`src/rtl/hazard_tracker.sv`:
```
// rtl/hazard_tracker.sv - E/M/W writer scoreboard driving D-stage stall and D/E forwarding selects.
// Youngest matching writer (E > M > W) decides both stall and forwarding; $0 never matches.
module hazard_tracker #(
  parameter int ADDR_W = 5,
  parameter int CNT_W  = 32
) (
  input  logic              clk,
  input  logic              reset,
  input  logic [ADDR_W-1:0] d_rs,
  input  logic [ADDR_W-1:0] d_rt,
  input  logic [1:0]        d_tuse_rs,
  input  logic [1:0]        d_tuse_rt,
  input  logic              d_we,
  input  logic [ADDR_W-1:0] d_waddr,
  input  logic [1:0]        d_tnew,
  output logic              stall,
  output logic [1:0]        fwd_d_rs,
  output logic [1:0]        fwd_d_rt,
  output logic [1:0]        fwd_e_rs,
  output logic [1:0]        fwd_e_rt,
  output logic [CNT_W-1:0]  stall_cnt
);

  logic              r_e_we, r_m_we, r_w_we;
  logic [ADDR_W-1:0] r_e_waddr, r_m_waddr, r_w_waddr;
  logic [1:0]        r_e_tnew, r_m_tnew, r_w_tnew;
  logic [ADDR_W-1:0] r_e_rs, r_e_rt;
  logic [CNT_W-1:0]  r_stall_cnt;

  // Returns the youngest matching stage using the forwarding code: 01 E, 10 M, 11 W, 00 none.
  function automatic logic [1:0] fn_sel(
    input logic [ADDR_W-1:0] r,
    input logic e_we, input logic [ADDR_W-1:0] e_a,
    input logic m_we, input logic [ADDR_W-1:0] m_a,
    input logic w_we, input logic [ADDR_W-1:0] w_a
  );
    if (r == '0)                 return 2'b00;
    else if (e_we && e_a == r)   return 2'b01;
    else if (m_we && m_a == r)   return 2'b10;
    else if (w_we && w_a == r)   return 2'b11;
    else                         return 2'b00;
  endfunction

  function automatic logic [1:0] fn_dec(input logic [1:0] t);
    return (t == 2'd0) ? 2'd0 : t - 2'd1;
  endfunction

  logic [1:0] w_d_rs_sel, w_d_rt_sel, w_e_rs_sel, w_e_rt_sel;
  logic [1:0] w_d_rs_tnew, w_d_rt_tnew, w_e_rs_tnew, w_e_rt_tnew;
  logic       w_stall_rs, w_stall_rt, w_stall;

  assign w_d_rs_sel = fn_sel(d_rs, r_e_we, r_e_waddr, r_m_we, r_m_waddr, r_w_we, r_w_waddr);
  assign w_d_rt_sel = fn_sel(d_rt, r_e_we, r_e_waddr, r_m_we, r_m_waddr, r_w_we, r_w_waddr);
  // The E-stage consumer can only take values from older stages, so its own entry is masked.
  assign w_e_rs_sel = fn_sel(r_e_rs, 1'b0, '0, r_m_we, r_m_waddr, r_w_we, r_w_waddr);
  assign w_e_rt_sel = fn_sel(r_e_rt, 1'b0, '0, r_m_we, r_m_waddr, r_w_we, r_w_waddr);

  always_comb begin
    w_d_rs_tnew = 2'd0;
    w_d_rt_tnew = 2'd0;
    w_e_rs_tnew = 2'd0;
    w_e_rt_tnew = 2'd0;
    case (w_d_rs_sel)
      2'b01:   w_d_rs_tnew = r_e_tnew;
      2'b10:   w_d_rs_tnew = r_m_tnew;
      2'b11:   w_d_rs_tnew = r_w_tnew;
      default: w_d_rs_tnew = 2'd0;
    endcase
    case (w_d_rt_sel)
      2'b01:   w_d_rt_tnew = r_e_tnew;
      2'b10:   w_d_rt_tnew = r_m_tnew;
      2'b11:   w_d_rt_tnew = r_w_tnew;
      default: w_d_rt_tnew = 2'd0;
    endcase
    case (w_e_rs_sel)
      2'b10:   w_e_rs_tnew = r_m_tnew;
      2'b11:   w_e_rs_tnew = r_w_tnew;
      default: w_e_rs_tnew = 2'd0;
    endcase
    case (w_e_rt_sel)
      2'b10:   w_e_rt_tnew = r_m_tnew;
      2'b11:   w_e_rt_tnew = r_w_tnew;
      default: w_e_rt_tnew = 2'd0;
    endcase
  end

  assign w_stall_rs = (d_tuse_rs != 2'b11) && (w_d_rs_sel != 2'b00) && (w_d_rs_tnew > d_tuse_rs);
  assign w_stall_rt = (d_tuse_rt != 2'b11) && (w_d_rt_sel != 2'b00) && (w_d_rt_tnew > d_tuse_rt);
  assign w_stall    = w_stall_rs | w_stall_rt;

  assign stall     = w_stall;
  assign fwd_d_rs  = (w_d_rs_tnew == 2'd0) ? w_d_rs_sel : 2'b00;
  assign fwd_d_rt  = (w_d_rt_tnew == 2'd0) ? w_d_rt_sel : 2'b00;
  assign fwd_e_rs  = (w_e_rs_tnew == 2'd0) ? w_e_rs_sel : 2'b00;
  assign fwd_e_rt  = (w_e_rt_tnew == 2'd0) ? w_e_rt_sel : 2'b00;
  assign stall_cnt = r_stall_cnt;

  always_ff @(posedge clk or negedge reset) begin
    if (!reset) begin
      r_e_we      <= 1'b0;
      r_e_waddr   <= '0;
      r_e_tnew    <= 2'd0;
      r_e_rs      <= '0;
      r_e_rt      <= '0;
      r_m_we      <= 1'b0;
      r_m_waddr   <= '0;
      r_m_tnew    <= 2'd0;
      r_w_we      <= 1'b0;
      r_w_waddr   <= '0;
      r_w_tnew    <= 2'd0;
      r_stall_cnt <= '0;
    end else begin
      r_w_we    <= r_m_we;
      r_w_waddr <= r_m_waddr;
      r_w_tnew  <= fn_dec(r_m_tnew);
      r_m_we    <= r_e_we;
      r_m_waddr <= r_e_waddr;
      r_m_tnew  <= fn_dec(r_e_tnew);
      if (w_stall) begin
        r_e_we      <= 1'b0;
        r_e_waddr   <= '0;
        r_e_tnew    <= 2'd0;
        r_e_rs      <= '0;
        r_e_rt      <= '0;
        r_stall_cnt <= r_stall_cnt + 1'b1;
      end else begin
        r_e_we    <= d_we;
        r_e_waddr <= d_waddr;
        r_e_tnew  <= d_tnew;
        r_e_rs    <= d_rs;
        r_e_rt    <= d_rt;
      end
    end
  end

endmodule

```
`config.mk`:
```
export PLATFORM = sky130hd
export DESIGN_NAME = hazard_tracker
export DESIGN_NICKNAME = d
export VERILOG_FILES = /design/src/rtl/hazard_tracker.sv
export SDC_FILE = /design/constraint.sdc
export NUM_CORES = 1
export LEC_CHECK = 0
export CAP_MARGIN = 20
export CELL_PAD_IN_SITES_DETAIL_PLACEMENT = 1
export CELL_PAD_IN_SITES_GLOBAL_PLACEMENT = 1
export CORE_MARGIN = 2
export CORE_UTILIZATION = 30
export DETAILED_ROUTE_END_ITERATION = 16
export PLACE_DENSITY_LB_ADDON = 0.1
export SLEW_MARGIN = 20
export SYNTH_ARGS = -nofsm -noshare
export SYNTH_HDL_FRONTEND = slang
export SYNTH_SLANG_ARGS = --single-unit
export TNS_END_PERCENT = 1
```
`constraint.sdc`:
```
create_clock -name clk -period 6.5 [get_ports clk]
set_input_delay 0.65 -clock clk [delete_from_list [all_inputs] [get_ports clk]]
set_output_delay 0.65 -clock clk [all_outputs]
set_load 0.005 [all_outputs]
```
==> metrics <==
Setup Skew=0.00558 ns; crit end category=output port; CTS H-tree depth=3; Cell Count, Final, Fillers Out=570; clk buf depth=2; vias per inst=5.03; Final #Nets=447; first-pass GRT wire length=16700 µm; Die X-Extent=114 µm; post-synth net total=382; setup TNS=0 ns; syn_area_per_cell=10.3 µm²; CTS resizes=0; fill cell count=1346; RePlAce Congestion=0.802; Clock transition at path regs=0.05 ns; sequential-to-total area share from yosys stat=0.453; GR Overflow Total=0; IO buf count=64; P_leak=2.08 nW; flip-flop and latch count after synthesis=66; fin crit period=5.24 ns; final hold violation count=0; Post-synth ARST share=1.00; Die H=114 µm; slew of the pin with the lowest slew margin=0.845 ns; Setup crit start kind=primary input; starting density of the core=0.305; antenna violations before repair=0; share of layout cells above drive strength 1=0.0686; Yosys cell types=44; final period utilization=0.806; Post-synth EDFFs=0; io pins=65; Wirelength per Cell=17.6 µm; Placed Instances=554; Main synth FF type=dfrtp_1; Most Crowded Layer GR=met2; Syn Inst Count=353; critical path type=primary input to output port; Initial DRT Pass Iterations=4; Hold-fix buffers, CTS=0; synth warn=0; Finished Cell Area=4750 µm²; vias in the first global route=3162; pin count of the biggest net entering global routing=67; num rows=40; Max Fclk=191 MHz; core area=12000 µm²; Pwr Density=237 nW/µm²; Tot GR Track Use=0.166; RSZ-0062 raised after global routing=no; slew margin rel.=0.437; CTS Root Cell=clkbuf_16; vias=2867; Area after DPL=4410 µm²; CTS sink cnt=66; Routed WL=10000 µm; Synth Cell Area=3650 µm²; Worst-Skew Late Latency=0.33 ns; outcome=complete, no violations; GRT met1 Usage=0.222; Num CTS Buffers=9; Post-CTS Setup Inserts=0; CTS tree=built; M3 GR Usage=0.0360; # setup viols final=0; Tightest Hold Check Type=flop to flop; DIE AREA=13100 µm²; Worst Path Required=5.85 ns; largest fanout on the critical path=49; Pins Over Slew Limit=0; 1st-iter DRT viols=42; Area Growth Syn to Fin=30.2%; DRT antenna net count=0; VDD IR max=0.000134 V; Post-DP HPWL=7040 µm; worst hold margin=0.426 ns; GR Util met2=0.267; # DRC=0; Max-cap violations=0; WP data arrival=4.59 ns; Inserted Diodes=0
## stage by stage
| stage | util | setup slack (ns) | total power (W) |
|---|---|---|---|
| finish | 0.397 | 1.26 | 0.00112 |
| global route | 0.397 | 0.999 | 0.00118 |
| CTS | 0.397 | 1.24 | 0.00114 |
| detailed placement | 0.369 | 1.30 | 0.000581 |
| global placement | 0.369 | 1.34 | 0.000580 |
| floorplan | - | 3.06 | 0.000516 |
## cells by family after synthesis
family / count (synthesis) / share of synthesized area
DFF: 66 / 0.453
buffers and inverters: 25 / 0.0336
adders and majority gates: 5 / 0.0172
and+or+nand+nor: 124 / 0.186
muxes: 1 / 0.00309
AOI/OAI and AO/OA: 51 / 0.112
xor gates and xnor gates: 81 / 0.195
## sequential cells by signal, summed over array words and instances, names as in the netlist
| signal | count |
|---|---|
| r_m_we | 1 |
| stall_cnt | 32 |
| r_e_tnew | 2 |
| r_e_rt | 5 |
| r_e_we | 1 |
| r_e_rs | 5 |
| r_w_waddr | 5 |
| r_m_tnew | 2 |
| r_e_waddr | 5 |
| r_m_waddr | 5 |
| r_w_tnew | 2 |
| r_w_we | 1 |
## cell usage after synthesis, drive strengths merged (10+ instances only)
library cell  count  area share
nor4             11       0.021
buf              10       0.018
a21oi            12       0.016
xor2             57        0.14
xnor2            24       0.058
nand3            10       0.014
nor2             16       0.016
dfrtp            66        0.45
a211oi           19       0.039
and3             31       0.054
inv              12       0.012
nand2            22       0.023
## power breakdown
part	leakage [nW]	switching, W	internal [W]	total [W]
sequential	0.822	0.0000311	0.000430	0.000461
combinational	1.10	0.0000508	0.0000606	0.000111
clock	0.160	0.000177	0.000374	0.000551
## critical path, stage by stage
cell and delay, ns:
clkdlybuf4s50_1 0.53, xor2_1 0.20, nor4_1 0.36, and3_1 0.43, nand3b_1 0.16, a21oi_1 0.07, a21o_1 0.18, ha_1 0.29
a22o_1 0.19, nor3_1 0.30, o31ai_4 0.12, buf_4 0.30, and2_1 0.25, inv_1 0.06, clkdlybuf4s50_1 0.49
## cell type report
class / count / area (µm²) / share of cell area
multi-input cells: 262 / 1870 / 0.394
flip-flops and latches: 66 / 1650 / 0.348
repair buffers: 67 / 658 / 0.139
clock buffers: 11 / 233 / 0.0490
well taps: 147 / 184 / 0.0388
clock inverters: 5 / 103 / 0.0216
inverters: 12 / 45.0 / 0.00949
## final timing paths
kind	cells past startpoint	to	start	slack [ns]
setup / recovery	15	stall	d_rt[2]	1.26
hold / removal	0	r_m_we	r_e_we	0.43
setup reg to reg	13	stall_cnt[26]	r_w_waddr[0]	2.78
hold reg to reg	0	r_m_we	r_e_we	0.43
max in group asynchronous	2	r_e_rs[2]	reset	5.44
min in group asynchronous	2	stall_cnt[6]	reset	0.50
## placed cells by master, fill, tap and decap left out, types with 2 or more instances in the layout
master / n
a21oi_1: 12
a2111oi_4: 2
dfrtp_1: 66
bufinv_16: 3
inv_1: 12
and3_1: 30
a21boi_0: 2
o22ai_1: 2
ha_1: 5
nand4_1: 8
nand3b_1: 3
a21o_1: 2
nor2_1: 16
a211oi_1: 19
clkdlybuf4s50_1: 63
and2_1: 2
nor2b_1: 2
nand2_1: 22
or2_2: 2
clkbuf_16: 9
xnor2_1: 24
nor3_1: 8
nor3b_1: 2
o21ai_0: 4
buf_4: 3
nand3_1: 10
nor4_1: 10
xor2_1: 57
or4_1: 2
o31ai_4: 2
a31oi_1: 2
clkbuf_1: 2
## layer usage
metal | wire length (µm) | vias to the layer above
met1 | 4720 | 1432
met2 | 4820 | 55
met3 | 356 | 9
met5 | 0 | -
li1 | - | 1371
met4 | 121 | 0
No activity file was read; power rests on OpenSTA's default activity.
